==> src/rtl/uart_frame_sched.sv <==
// uart_frame_sched
// Round-robin scheduler that shares one RS-485 UART serializer among NSRC
// frame sources. It grants one requesting source at a time, holds ser_rq high
// for the whole frame and routes the granted source's byte to the serializer.
// When the frame completes or the serializer stalls, it enforces an
// inter-frame gap before the next grant.
//
// Ports:
//   clk, reset       system clock, asynchronous active-high reset
//   src_req          level request per source (bit i = source i has a frame)
//   src_data         byte from each source, source i at [8i+7:8i]
//   src_addr         byte address to the sources (mirrors ser_addr)
//   src_grant        one-hot grant, zero when no frame is in progress
//   src_done         one-cycle pulse on the granted bit at frame completion
//   src_err          one-cycle pulse on the granted bit on serializer timeout
//   ser_rq           request to the serializer, high for the whole frame
//   ser_addr         byte index presented by the serializer
//   ser_data         granted source's byte, 8'h00 when nothing is granted
//   ser_busy         serializer line-driver enable
//   cycle            completed-frame sequence counter (wraps 31 -> 0)
//   fsm_state        current scheduler state, for observation only
//
// Handshake: ser_rq rises one cycle after arbitration and stays high until
// the frame ends. The serializer acknowledges by raising ser_busy; the frame
// is complete on the first sampled ser_busy low after that. If ser_busy never
// rises, the frame is abandoned TIMEOUT+1 cycles after ser_rq rose.
module uart_frame_sched #(
  parameter int NSRC    = 4,
  parameter int GAP_CYC = 16,
  parameter int TIMEOUT = 255
) (
  input  logic              clk,
  input  logic              reset,
  input  logic [NSRC-1:0]   src_req,
  input  logic [8*NSRC-1:0] src_data,
  output logic [4:0]        src_addr,
  output logic [NSRC-1:0]   src_grant,
  output logic [NSRC-1:0]   src_done,
  output logic [NSRC-1:0]   src_err,
  output logic              ser_rq,
  input  logic [4:0]        ser_addr,
  output logic [7:0]        ser_data,
  input  logic              ser_busy,
  output logic [4:0]        cycle,
  output logic [2:0]        fsm_state
);

  localparam int IW = $clog2(NSRC);
  // One extra bit so pointer+offset never overflows before the wrap.
  localparam int SW = IW + 1;

  typedef enum logic [2:0] {
    S_IDLE = 3'd0,
    S_ARB  = 3'd1,
    S_REQ  = 3'd2,
    S_BUSY = 3'd3,
    S_GAP  = 3'd4
  } state_t;

  state_t          state;
  logic [IW-1:0]   ptr;
  logic [IW-1:0]   gidx;
  logic [7:0]      wait_cnt;
  logic [7:0]      gap_cnt;

  logic            found;
  logic [IW-1:0]   pick;
  logic [NSRC-1:0] pick_oh;
  logic [SW-1:0]   sum;
  logic [SW-1:0]   nxt_sum;
  logic [IW-1:0]   nxt_ptr;

  // Round-robin search: scan offsets from the far end down so the nearest
  // requester at or above the pointer is the last one written and wins.
  always_comb begin
    found   = 1'b0;
    pick    = '0;
    sum     = '0;
    pick_oh = '0;
    for (int k = NSRC - 1; k >= 0; k--) begin
      sum = {1'b0, ptr} + SW'(k);
      if (sum >= SW'(NSRC)) sum = sum - SW'(NSRC);
      if (src_req[sum[IW-1:0]]) begin
        found = 1'b1;
        pick  = sum[IW-1:0];
      end
    end
    pick_oh[pick] = 1'b1;
  end

  // Pointer moves to the source after the one just served.
  always_comb begin
    nxt_sum = {1'b0, gidx} + SW'(1);
    nxt_ptr = (nxt_sum == SW'(NSRC)) ? '0 : nxt_sum[IW-1:0];
  end

  // Byte routing is purely a function of the registered grant.
  always_comb begin
    ser_data = 8'h00;
    for (int i = 0; i < NSRC; i++) begin
      if (src_grant[i]) ser_data = ser_data | src_data[8*i +: 8];
    end
  end

  assign src_addr  = ser_addr;
  assign fsm_state = state;

  always_ff @(posedge clk or posedge reset) begin
    if (reset) begin
      state     <= S_IDLE;
      src_grant <= '0;
      src_done  <= '0;
      src_err   <= '0;
      ser_rq    <= 1'b0;
      cycle     <= '0;
      ptr       <= '0;
      gidx      <= '0;
      wait_cnt  <= '0;
      gap_cnt   <= '0;
    end else begin
      src_done <= '0;
      src_err  <= '0;
      case (state)
        S_IDLE: begin
          if (|src_req) state <= S_ARB;
        end
        S_ARB: begin
          if (found) begin
            src_grant <= pick_oh;
            gidx      <= pick;
            ser_rq    <= 1'b1;
            wait_cnt  <= '0;
            state     <= S_REQ;
          end else begin
            state <= S_IDLE;
          end
        end
        S_REQ: begin
          if (ser_busy) begin
            state <= S_BUSY;
          end else if (wait_cnt == 8'(TIMEOUT)) begin
            src_err   <= src_grant;
            src_grant <= '0;
            ser_rq    <= 1'b0;
            ptr       <= nxt_ptr;
            gap_cnt   <= '0;
            state     <= S_GAP;
          end else begin
            wait_cnt <= wait_cnt + 8'd1;
          end
        end
        S_BUSY: begin
          if (!ser_busy) begin
            src_done  <= src_grant;
            cycle     <= cycle + 5'd1;
            ptr       <= nxt_ptr;
            src_grant <= '0;
            ser_rq    <= 1'b0;
            gap_cnt   <= '0;
            state     <= S_GAP;
          end
        end
        S_GAP: begin
          if (gap_cnt == 8'(GAP_CYC - 1)) state <= S_IDLE;
          else gap_cnt <= gap_cnt + 8'd1;
        end
        default: state <= S_IDLE;
      endcase
    end
  end

endmodule

==> config.mk <==
export PLATFORM = sky130hd
export DESIGN_NAME = uart_frame_sched
export DESIGN_NICKNAME = d
export VERILOG_FILES = /design/src/rtl/uart_frame_sched.sv
export SDC_FILE = /design/constraint.sdc
export NUM_CORES = 1
export LEC_CHECK = 0
export ABC_AREA = 1
export CAP_MARGIN = 20
export CELL_PAD_IN_SITES_DETAIL_PLACEMENT = 1
export CELL_PAD_IN_SITES_GLOBAL_PLACEMENT = 1
export CORE_ASPECT_RATIO = 1.1
export CORE_MARGIN = 8
export CORE_UTILIZATION = 33
export DETAILED_ROUTE_END_ITERATION = 7
export GPL_TIMING_DRIVEN = 1
export PLACE_DENSITY_LB_ADDON = 0.1
export SYNTH_ARGS = -nofsm -noshare
export SYNTH_HDL_FRONTEND = slang
export SYNTH_SLANG_ARGS = --single-unit
==> constraint.sdc <==
create_clock -name clk -period 1.97 [get_ports clk]
set_clock_uncertainty 0.2 [all_clocks]
set_input_delay 0.197 -clock clk [delete_from_list [all_inputs] [get_ports clk]]
set_output_delay 0.197 -clock clk [all_outputs]
set_load 0.02 [all_outputs]
==> flow_summary.yaml, run 1 <==
outcome:
  status: "finished, final reports clean"
sta:
  fin_hold_ws_ns: 0.00727
  worst-slew-pin-transition_ns: 0.455
  hold_viol_final: 0
  max_freq_mhz: 538
  fin_crit_ns: 1.86
  final_max_slew_viol_count: 0
  setup_viol: 0
  fin_crit_sh: 0.944
  relSlewSlack: 0.696
  fin_tns_setup_ns: 0
floorplan:
  io_pins: 78
  num_rows: 33
  dieWidth_um: 97.8
  start_util: 0.332
  die_h_um: 106
  dieArea_um2: 10400
  core_area_um2: 7310
drt:
  via_per_inst: 4.82
  dr.pass1.iters: 4
  routedWlPerCell_um: 14.2
  drc: 0
  drt_iter0_markers: 48
  antenna_left: 0
  drt-total-wl_um: 7000
  vias: 2378
synth:
  synth-seq-cells: 41
  synthAdderAreaFrac: 0.0206
  synth_seq_area_share: 0.423
  synth_nets: 378
  yosysTopAreaCell: "dfrtp_1"
  synth_compound_area_frac: 0.0644
  syn-cell-area_um2: 2430
  yosysWarnings: 0
  dominantRegCellSynth: "dfrtp_1"
  yosys.area_share.simple: 0.360
  synth_top_area_frac: 0.423
  synthXorXnorAreaFrac: 0.0361
  synthTopCellsByArea: "dfrtp_1, nand2_1, nand3_1"
  muxShareOfSynthArea: 0.00464
  postSynthCellCount: 330
  async_flop_share: 1.00
  synth_top_family_by_area: "simple AND/OR/NAND/NOR gates"
  syn_avg_cell_area_um2: 7.36
  synth_edf_count: 0
  synth_cell_types: 29
critical_path:
  critical_path_class: "register to output port"
  crit_path_max_fanout: 11
  critPathTopFamily: "buffers and inverters"
  cp-start-kind: "register"
  endpoint_kind: "output port"
  crit_required_ns: 1.57
  slowest_stage: "clkdlybuf4s50_1"
  cp_slowest_stage_delay_ns: 0.66
  critPathBufInv: 1
  worstPathArrival_ns: 1.46
  crit_chain: "clkdlybuf4s50_1"
worst_hold_path:
  hold_class: "input pin to async pin"
clock_tree:
  clk_pin_slew_worst_paths_ns: 0.08
  cts-root-buf: "clkbuf_8"
  worstSkewPairLatency_ns: 0.29
  cts_tree: "done"
  cts_hold_buf: 0
  cts_sinks: 41
  cts_buffer_depth: 2
  htreeDepth: 2
  cts_made_buffers: 5
layout:
  drive_above_1_share: 0.111
  final_util: 0.455
  nFillCells: 920
  antenna_cells: 0
  area_growth_pct: 37.1
  ff_latch_area_um2: 1030
  multiInputGateArea_um2: 1190
  layout_common_cells: "nand2_1, clkdlybuf4s50_1, dfrtp_1"
  nNetsFinal: 453
  layout_commonest_cell: "nand2_1"
power_and_ir_drop:
  pwr-share-seq: 0.324
  combPwrFrac: 0.543
  p_switching_mw: 1.91
  clkPwrFrac: 0.133
  vdd.ir_drop.worst_uv: 560
  power_density_nw_per_um2: 1220
  p_sw_frac: 0.470
  intPower_mw: 2.16
  leakage_nw: 1.54
global_routing:
  antenna_found_initial: 0
  grt_pass1_vias: 2442
  grt_max_degree: 26
  grt_util_all_layers: 0.141
  gr-total-overflow: 0
  grt_first_pass_wirelength_um: 12000
placed_design:
  gp_congestion: 0.758
  portBuffers: 67
  dp_hpwl_um: 5640
job:
  maxCapViolations: 0
cells in the mapped netlist, types with 2 or more instances:
library cell  instances
a21oi_1               8
buf_4                 6
clkbuf_1              4
dfrtp_1              41
ha_1                  4
inv_1                33
inv_2                 3
nand2_1             116
nand2_2               4
nand3_1              27
nand3_4               2
nand4_1              12
nor2_1               26
nor2_2                2
nor2_4                2
o21ai_0              14
o21ai_1               6
xnor2_1               3
xor2_1                7
per-stage QoR:
stage | cell area, µm² | setup WS [ns] | instances | power [mW]
4_1_cts | 3290 | 0.0901 | 490 | 4.09
3_3_place_gp | 3210 | 0.112 | 481 | 3.55
5_1_grt | 3330 | -0.00340 | 493 | 4.46
6_report | 3330 | 0.111 | 493 | 4.07
3_5_place_dp | 3210 | 0.102 | 481 | 3.59
2_1_floorplan | 2430 | 0.259 | 330 | 2.71
layout make-up:
type	instances	area share
Tap cell	87	0.0327
Sequential cell	41	0.310
Inverter	38	0.0451
Timing Repair Buffer	79	0.229
Clock inverter	2	0.00301
Multi-Input combinational cell	240	0.358
Clock buffer	6	0.0218
worst paths after layout:
kind / start / end / slack [ns] / cells after the start
setup / recovery: src_grant[3]$_DFFE_PP0P_ / src_grant[3] / 0.11 / 1
hold / removal: reset / gap_cnt[4]$_DFFE_PP0P_ / 0.007 / 2
setup reg to reg: gap_cnt[1]$_DFFE_PP0P_ / gap_cnt[0]$_DFFE_PP0P_ / 0.17 / 10
hold reg to reg: cycle[4]$_DFFE_PP0P_ / cycle[4]$_DFFE_PP0P_ / 0.27 / 1
max in group asynchronous: reset / ptr[0]$_DFFE_PP0P_ / 1.07 / 3
min in group clk: ser_addr[4] / src_addr[4] / 0.19 / 0
per-layer routing:
| metal | routed length, µm | global-route usage | vias to the layer above | share of wire |
|---|---|---|---|---|
| met4 | 67 | 0.0457 | 0 | 0.0096 |
| met5 | 0 | 0 | - | 0 |
| met1 | 2980 | 0.160 | 1152 | 0.43 |
| met3 | 192 | 0.0307 | 7 | 0.027 |
| li1 | - | - | 1189 | - |
| met2 | 3750 | 0.257 | 30 | 0.54 |
sequential cells by signal (all words and copies together), names as in the netlist:
name       count
gap_cnt        8
wait_cnt       8
cycle          5
src_done       4
src_err        4
src_grant      4
fsm_state      3
gidx           2
ptr            2
ser_rq         1
repair_timing:
item,CTS,global route
hold endpoints to repair,0,0
endpoints found under the setup margin,11,11
buffers inserted,1,3
gates resized for setup,12,4
power groups by stage:
stage / sequential [mW] / combinational [mW] / clock, mW
2_1_floorplan: 1.31 / 1.40 / 0
3_3_place_gp: 1.34 / 2.21 / 0
3_5_place_dp: 1.34 / 2.25 / 0
4_1_cts: 1.33 / 2.20 / 0.566
5_1_grt: 1.36 / 2.49 / 0.611
6_report: 1.32 / 2.21 / 0.541
logic make-up (layout without fill, tap and decap cells):
family / count (synthesis) / in the layout
compound gates: 29 / 29
xor+xnor: 10 / 10
fa+ha+maj: 4 / 4
buf+inv: 49 / 125
flops: 41 / 41
mux: 1 / 1
simple gates: 196 / 196
No activity file was read; power rests on OpenSTA's default activity.
==> run 2, diff against run 1 <==
- RECOVER_POWER: unset -> 100
==> flow_summary.yaml, run 2 (synthesized netlist as in run 1, its figures left out) <==
critical_path:
  r2r-start: "fsm_state[2]$_DFFE_PP0P_"
  endpoint_kind: "output port"
  critical_path_class: "register to output port"
  crit_required_ns: 1.57
  slowest_stage: "clkdlybuf4s50_1"
  crit_path_max_fanout: 11
  startpoint: "src_grant[3]$_DFFE_PP0P_"
  cp-start-kind: "register"
  critPathTopFamily: "buffers and inverters"
  cp_slowest_stage_delay_ns: 0.66
  crit_chain: "clkdlybuf4s50_1"
  worstPathArrival_ns: 1.46
  critPathBufInv: 1
  rrSetupSlack_ns: 0.14
layout:
  largestRegisters: "gap_cnt: 8 flops, wait_cnt: 8 flops, cycle: 5 flops"
  ff_latch_area_um2: 1030
  drive_above_1_share: 0.101
  layout_commonest_cell: "nand2_1"
  area_growth_pct: 35.8
  layout_common_cells: "nand2_1, clkdlybuf4s50_1, dfrtp_1"
  multiInputGateArea_um2: 1190
  final_cells: 493
  nFillCells: 923
  antenna_cells: 0
  nNetsFinal: 453
floorplan:
  core_area_um2: 7310
  num_rows: 33
  die_h_um: 106
  dieArea_um2: 10400
  start_util: 0.332
  dieWidth_um: 97.8
  io_pins: 78
sta:
  worst-slew-pin-transition_ns: 0.598
  fin_tns_setup_ns: 0
  rsz0062_at_grt: "false"
  fin_crit_sh: 0.944
  max_freq_mhz: 538
  final_max_slew_viol_count: 0
  relSlewSlack: 0.602
  setup_viol: 0
  hold_viol_final: 0
  fin_crit_ns: 1.86
global_routing:
  grt_pass1_vias: 2442
  grt_max_degree: 26
  grt_util_all_layers: 0.141
  gr-total-overflow: 0
  grt_first_pass_wirelength_um: 12000
  antenna_found_initial: 0
clock_tree:
  cts_buffer_depth: 2
  cts_hold_buf: 0
  cts_tree: "done"
  clk_pin_slew_worst_paths_ns: 0.08
  cts_made_buffers: 5
  worstSkewPairLatency_ns: 0.29
  htreeDepth: 2
  cts_sinks: 41
  cts-root-buf: "clkbuf_8"
placed_design:
  placedCellCount: 481
  gp_congestion: 0.758
  portBuffers: 67
  dp_hpwl_um: 5640
drt:
  vias: 2377
  drt_iter0_markers: 50
  antenna_left: 0
  dr.pass1.iters: 4
  drc: 0
  routedWlPerCell_um: 14.2
  via_per_inst: 4.82
  drt-total-wl_um: 7000
job:
  maxCapViolations: 0
outcome:
  status: "finished, final reports clean"
power_and_ir_drop:
  leakage_nw: 1.56
  vdd.ir_drop.worst_uv: 559
  power_density_nw_per_um2: 1230
worst_hold_path:
  hold_class: "input pin to async pin"
-- run 2: changes by cell type in the layout (fill, tap and decap cells not counted), sizes merged --
cell	before	now
buf	12	7
clkbuf	6	11
clkdlybuf4s50	59	48
dlygate4sd3	0	11
-- run 2: final timing paths --
path	end	cells past startpoint
worst max-delay path	src_grant[3]	1
worst min register to register	cycle[4]$_DFFE_PP0P_	1
worst min-delay path	gap_cnt[4]$_DFFE_PP0P_	2
min in group clk	src_addr[4]	0
max in group asynchronous	src_grant[3]$_DFFE_PP0P_	3
worst max register to register	wait_cnt[0]$_DFFE_PP0P_	10
-- run 2: metal layers --
layer  up-vias  share of wire  GRT usage
met3         7          0.027     0.0307
li1       1190              -          -
met2        30           0.54      0.257
met5         -              0          0
met1      1150           0.43      0.160
met4         0         0.0096     0.0457
-- run 2: report_power, final --
group	switching (mW)	internal, mW
logic	1.34	0.845
clock network	0.295	0.246
registers	0.274	1.04
total	1.91	2.13
-- run 2: cell type report --
cell class                 count  share of cell area
inverter                      38              0.0455
multi-input combinational    240               0.360
sequential                    41               0.313
timing repair buffer          79               0.223
clock buffer                   6              0.0220
clock inverter                 2             0.00304
tap                           87              0.0330
-- run 2: repair_timing --
item                                    4_1_cts  5_1_grt
gates resized for setup                      12        4
endpoints found under the setup margin       11       11
gates cloned                                  0        0
setup buffers                                 1        3
-- run 2: through the flow --
| stage | setup slack (ns) | power (mW) | utilization | hold slack (ns) | area [µm²] |
|---|---|---|---|---|---|
| final | 0.111 | 4.04 | 0.451 | 0.120 | 3300 |
| after global routing | 0.0117 | 4.43 | 0.451 | 0.153 | 3300 |
| after CTS | 0.0901 | 4.09 | 0.451 | 0.0256 | 3290 |
| after detailed placement | 0.102 | 3.59 | 0.439 | 0.194 | 3210 |
| after global placement | 0.112 | 3.55 | 0.439 | 0.194 | 3210 |
| after floorplan | 0.259 | 2.71 | - | 0.174 | 2430 |
